$ cat config.mk
export PLATFORM = sky130hd
export DESIGN_NAME = mem_port_ctrl
export DESIGN_NICKNAME = d
export VERILOG_FILES = /design/src/rtl/mem_pkg.sv /design/src/rtl/mem_rr_arbiter.sv /design/src/rtl/mem_port_ctrl.sv
export SDC_FILE = /design/constraint.sdc
export NUM_CORES = 1
export LEC_CHECK = 0
export CAP_MARGIN = 10
export CORE_MARGIN = 2
export CORE_UTILIZATION = 40
export DETAILED_ROUTE_END_ITERATION = 6
export GPL_TIMING_DRIVEN = 0
export PLACE_DENSITY = 0.91
export SETUP_SLACK_MARGIN = 0.5
export SLEW_MARGIN = 0
export SYNTH_ARGS = -nofsm -noshare
export SYNTH_HDL_FRONTEND = slang
export SYNTH_SLANG_ARGS = --single-unit
$ cat constraint.sdc
create_clock -name clk -period 2 [get_ports clk]
set_input_delay 0.3 -clock clk [delete_from_list [all_inputs] [get_ports clk]]
set_output_delay 0.3 -clock clk [all_outputs]
set_load 0.1 [all_outputs]
$ cat src/rtl/mem_pkg.sv
// mem_pkg: shared defaults, FSM states and latched request record for mem_port_ctrl
package mem_pkg;
    localparam int DEF_ADDR_W = 16;
    localparam int DEF_DATA_W = 16;

    typedef enum logic [1:0] {IDLE, ISSUE, WAIT, RESP} state_t;

    typedef struct packed {
        logic                  write;
        logic [DEF_ADDR_W-1:0] addr;
        logic [DEF_DATA_W-1:0] wdata;
        logic                  port;
    } req_t;
endpackage

$ cat src/rtl/mem_rr_arbiter.sv
// mem_rr_arbiter: 2-way request arbiter
// MEM_ROUND_ROBIN_EN: contention goes to the port not granted last; otherwise port 0 always wins
module mem_rr_arbiter (
`ifdef MEM_ROUND_ROBIN_EN
    input  logic       clk,
    input  logic       reset_n,
    input  logic       update,
`endif
    input  logic [1:0] req,
    output logic [1:0] grant,
    output logic       grant_id
);
`ifdef MEM_ROUND_ROBIN_EN
    logic last;

    // remember the last granted port; port 1 after reset so port 0 is favoured first
    always_ff @(posedge clk or negedge reset_n) begin
        if (!reset_n)
            last <= 1'b1;
        else if (update)
            last <= grant_id;
    end

    // on contention pick the port that was not granted last
    always_comb grant_id = (&req) ? ~last : req[1];
`else
    // fixed priority: port 1 only wins when port 0 is not asking
    always_comb grant_id = req[1] & ~req[0];
`endif

    assign grant = (req == 2'b00) ? 2'b00 : (grant_id ? 2'b10 : 2'b01);
endmodule

$ cat src/rtl/mem_port_ctrl.sv
// mem_port_ctrl: two request ports sharing one synchronous memory_storage, one transaction in flight
// MEM_ROUND_ROBIN_EN: alternate grants on contention (default build: port 0 fixed priority)
module mem_port_ctrl
    import mem_pkg::*;
#(
    parameter int ADDR_W   = DEF_ADDR_W,
    parameter int DATA_W   = DEF_DATA_W,
    parameter int READ_LAT = 1
)(
    input  logic              clk,
    input  logic              reset_n,
    input  logic              p0_req_valid,
    output logic              p0_req_ready,
    input  logic              p0_req_write,
    input  logic [ADDR_W-1:0] p0_req_addr,
    input  logic [DATA_W-1:0] p0_req_wdata,
    output logic              p0_rsp_valid,
    output logic [DATA_W-1:0] p0_rsp_rdata,
    input  logic              p1_req_valid,
    output logic              p1_req_ready,
    input  logic              p1_req_write,
    input  logic [ADDR_W-1:0] p1_req_addr,
    input  logic [DATA_W-1:0] p1_req_wdata,
    output logic              p1_rsp_valid,
    output logic [DATA_W-1:0] p1_rsp_rdata,
    output logic              mem_write,
    output logic [ADDR_W-1:0] mem_address,
    output logic [DATA_W-1:0] mem_datain,
    input  logic [DATA_W-1:0] mem_dataout
);
    localparam int CW = (READ_LAT > 1) ? $clog2(READ_LAT) : 1;

    state_t            state, next;
    req_t              r;
    logic [CW-1:0]     cnt;
    logic [DATA_W-1:0] rdata;
    logic [1:0]        grant;
    logic              gid;
    logic              hs;

    mem_rr_arbiter u_arb (
`ifdef MEM_ROUND_ROBIN_EN
        .clk      (clk),
        .reset_n  (reset_n),
        .update   (hs),
`endif
        .req      ({p1_req_valid, p0_req_valid}),
        .grant    (grant),
        .grant_id (gid)
    );

    // state register
    always_ff @(posedge clk or negedge reset_n) begin
        if (!reset_n)
            state <= IDLE;
        else
            state <= next;
    end

    // next state: writes finish after ISSUE, reads wait out the memory latency then respond
    always_comb begin
        next = state == IDLE  ? (hs ? ISSUE : IDLE) :
               state == ISSUE ? (r.write ? IDLE : WAIT) :
               state == WAIT  ? (cnt == '0 ? RESP : WAIT) : IDLE;
    end

    // handshake only in IDLE and never while reset is held; strobes follow the latched request
    always_comb begin
        hs           = state == IDLE && reset_n && (p0_req_valid || p1_req_valid);
        p0_req_ready = hs && grant[0];
        p1_req_ready = hs && grant[1];
        mem_write    = state == ISSUE && r.write;
        p0_rsp_valid = state == RESP && !r.port;
        p1_rsp_valid = state == RESP && r.port;
    end

    // latch the granted request, count the read latency and capture read data on the last WAIT edge
    always_ff @(posedge clk or negedge reset_n) begin
        if (!reset_n) begin
            r     <= '0;
            cnt   <= '0;
            rdata <= '0;
        end else begin
            if (hs)
                r <= '{write: gid ? p1_req_write : p0_req_write,
                       addr:  gid ? p1_req_addr  : p0_req_addr,
                       wdata: gid ? p1_req_wdata : p0_req_wdata,
                       port:  gid};
            if (state == ISSUE)
                cnt <= CW'(READ_LAT - 1);
            else if (state == WAIT && cnt != '0)
                cnt <= cnt - 1'b1;
            if (state == WAIT && cnt == '0)
                rdata <= mem_dataout;
        end
    end

    // the latched request doubles as the memory bus, so it holds between transactions
    assign mem_address  = r.addr;
    assign mem_datain   = r.wdata;
    assign p0_rsp_rdata = rdata;
    assign p1_rsp_rdata = rdata;
endmodule
==> key figures <==
Status
  – Outcome: finished, final reports clean

Clock network
  – Clk pin slew, worst setup/hold paths: about 90 ps
  – CTS sink count: 53
  – TritonCTS clock tree: done
  – Root Driver: clkbuf_8
  – CTS Buf Count: 5
  – H-tree Lvls: 2
  – CTS max path bufs: 2
  – Clock Latency Late Sink: approximately 300 ps

Final layout
  – Finished Cell Area: around 5000 um2
  – Register area: ~1300 um2
  – Fill cell count: 506
  – Multi-input gate area: around 1300 um2
  – Layout cells sized above 1: 0.675
  – Layout area overhead: 74.8%
  – Nets: between 400 and 500
  – Ant diodes: 0
  – Commonest non-fill, non-tap cells in the layout: 82 x clkdlybuf4s50_1, 64 x buf_4, 55 x mux2_4
  – Most common cell after layout, fill and taps aside: clkdlybuf4s50_1

Route
  – Drt pass-1 iters: 4
  – Routed Antenna Nets: 0
  – Via count: between 2000 and 2500
  – Starting DRT DRC Count: 36
  – DRC violations left: 0
  – Avg WL per Cell: roughly 15 um
  – Routed wire length: 7420 um
  – Post-DR vias/cell: 4.48

Synthesis
  – Yosys top cell by area: dfrtp_1
  – Synth Register Bits: 53
  – Syn Area/Cell: 14.1 um2
  – Sequential-to-total area share from yosys stat: 0.450
  – Cell Area, Synth: 2950 um2
  – Synth warn: 0
  – Ys flop type: dfrtp_1
  – Top post-synthesis cells by area: dfrtp_1 45%, mux2_4 19%, mux2_2 16%, buf_4 13%, buf_6 2.7%
  – Share of flip-flops with an asynchronous set or reset: 1.00
  – Share of the synthesized area in the top cell type: 0.450
  – Unique masters post-synth: 18
  – Cell count after synthesis: ~210
  – Post-synthesis net count: between 200 and 300
  – Post-synth EDFFs: 0

Global routing
  – Total track usage: 0.188
  – Number of global-route vias before repair: 2483
  – Antenna violations before repair: 0
  – Congestion Overflow GR: 0
  – Largest net degree at the start of global routing: 31
  – Global-route wire length before repair: between 10000 and 15000 um

Floorplanning
  – Initial Utilization: 0.411
  – # rows: 31
  – Die area: slightly above 8000 um2
  – Floorplan Core Area: approximately 7200 um2
  – Die H: 89.8 um
  – Ports: around 160
  – Die X: roughly 90 um

Worst setup path
  – CP max stage delay: about 440 ps
  – Top delay family on crit path: buffers and inverters
  – CP required: approximately 1700 ps
  – Worst-case reg-to-reg path depth: 6
  – Critical-path cell list: nor4b_4, buf_4, buf_8, and2_4, buf_12
  – CP max FO: 4
  – CP Launch Type: flip-flop
  – Worst path arrival time: about 1600 ps
  – Crit path capture type: output pin
  – Reg2reg end: mem_address[8]$_DFFE_PN0P_
  – CP max stage cell: dfrtp_1
  – Slack of the worst reg-to-reg path: approximately 330 ps
  – RR Startpoint: state[0]$_DFF_PN0_
  – WP buf/inv: 3
  – Crit Path Class: flip-flop to output pin

STA
  – Final setup violation count: 0
  – Tmin final: between 1500 and 2000 ps
  – Setup TNS: 0 ps
  – Unrepaired setup endpoints after global routing: yes
  – Endpoints failing hold: 0
  – Max-slew violation count: 0
  – Peak Freq: approximately 0.52 GHz
  – Part of the cycle the worst path needs: 0.955
  – Final hold slack: 10.7 ps
  – Final worst slack: between 80 and 90 ps
  – Slew margin rel.: 0.673
  – Fin Clk Skew: between 2 and 3 ps
  – Worst slew pin tran: 494 ps

Placed design
  – Dpl ws: -1350 ps
  – Gp weighted congestion: 0.671
  – Hpwl dp: between 5000 and 6000 um
  – Placed cell areas: approximately 4700 um2
  – Port bufs: 154

Worst hold path
  – Worst Hold Class: input port to asynchronous set/reset pin

Run
  – Max cap viols: 0
-- layer usage --
| metal | wire, um | part of all wire | vias up | GRT usage |
|---|---|---|---|---|
| li1 | - | - | 1045 | - |
| met1 | 2820 | 0.38 | 1087 | 0.211 |
| met2 | 3960 | 0.53 | 97 | 0.351 |
| met3 | 574 | 0.077 | 6 | 0.0578 |
| met4 | 56 | 0.0075 | 0 | 0.0385 |
| met5 | 0 | 0 | - | 0 |
-- cells in the mapped netlist (2+ instances only) --
master / number
mux2_2: 43
nor2_1: 3
mux2_4: 37
nand2b_1: 2
buf_4: 50
dfrtp_1: 53
and2_1: 2
and3_1: 2
buf_6: 7
mux2i_1: 2
-- sequential cells by signal (all words and copies together) (netlist names) --
| register | flops |
|---|---|
| cnt | 1 |
| mem_address | 16 |
| mem_datain | 16 |
| p0_rsp_rdata | 16 |
| r | 2 |
| state | 2 |
-- stage by stage --
| stage | util | std cells |
|---|---|---|
| 5_1_grt | 0.718 | 499 |
| 6_report | 0.718 | 499 |
| 3_3_place_gp | 0.649 | 462 |
| 2_1_floorplan | - | 209 |
| 4_1_cts | 0.686 | 495 |
| 3_5_place_dp | 0.651 | 463 |
-- worst max path at each step --
stage,start,end,slack [ps],depth (start not counted)
after global placement,reset_n,p0_req_ready,-2980,6
final,state[0]$_DFF_PN0_,p1_req_ready,90,5
after CTS,state[1]$_DFF_PN0_,p1_req_ready,120,5
after global routing,state[0]$_DFF_PN0_,p1_req_ready,10,5
after detailed placement,reset_n,p0_req_ready,-1350,7
after floorplan,state[0]$_DFF_PN0_,p0_req_ready,400,4
-- area by class of cell --
class | count | area share
plain buffers | 57 | 0.0972
flip-flops and latches | 53 | 0.262
clock buffers | 6 | 0.0141
repair buffers | 183 | 0.351
well taps | 99 | 0.0241
multi-input cells | 98 | 0.249
clock inverters | 2 | 0.00194
inverters | 1 | 0.000729
-- repair_timing --
action / 4_1_cts / 5_1_grt
endpoints found under the setup margin: 120 / 91
pin swaps: 2 / 2
endpoints found under the hold margin: 23 / 0
buffers inserted: 19 / 3
gates resized for setup: 418 / 54
cloned: 3 / 0
hold buffers: 2 / 0
-- worst reg2reg max path, cell delays in order, from the launching register on --
cell,delay (ps)
dfrtp_1,440
nor4b_4,300
buf_4,180
buf_12,140
buf_12,110
buf_12,110
mux2_4,300
-- kinds of logic after synthesis --
group | after synthesis | share of synthesized area
compound gates | 1 | 0.00170
buf+inv | 58 | 0.155
flops | 53 | 0.450
mux | 83 | 0.363
simple gates | 14 | 0.0293
Power is left out: the tool's default activity adds up to more than one toggle a clock period on the data nets, which glitch-free logic cannot reach.
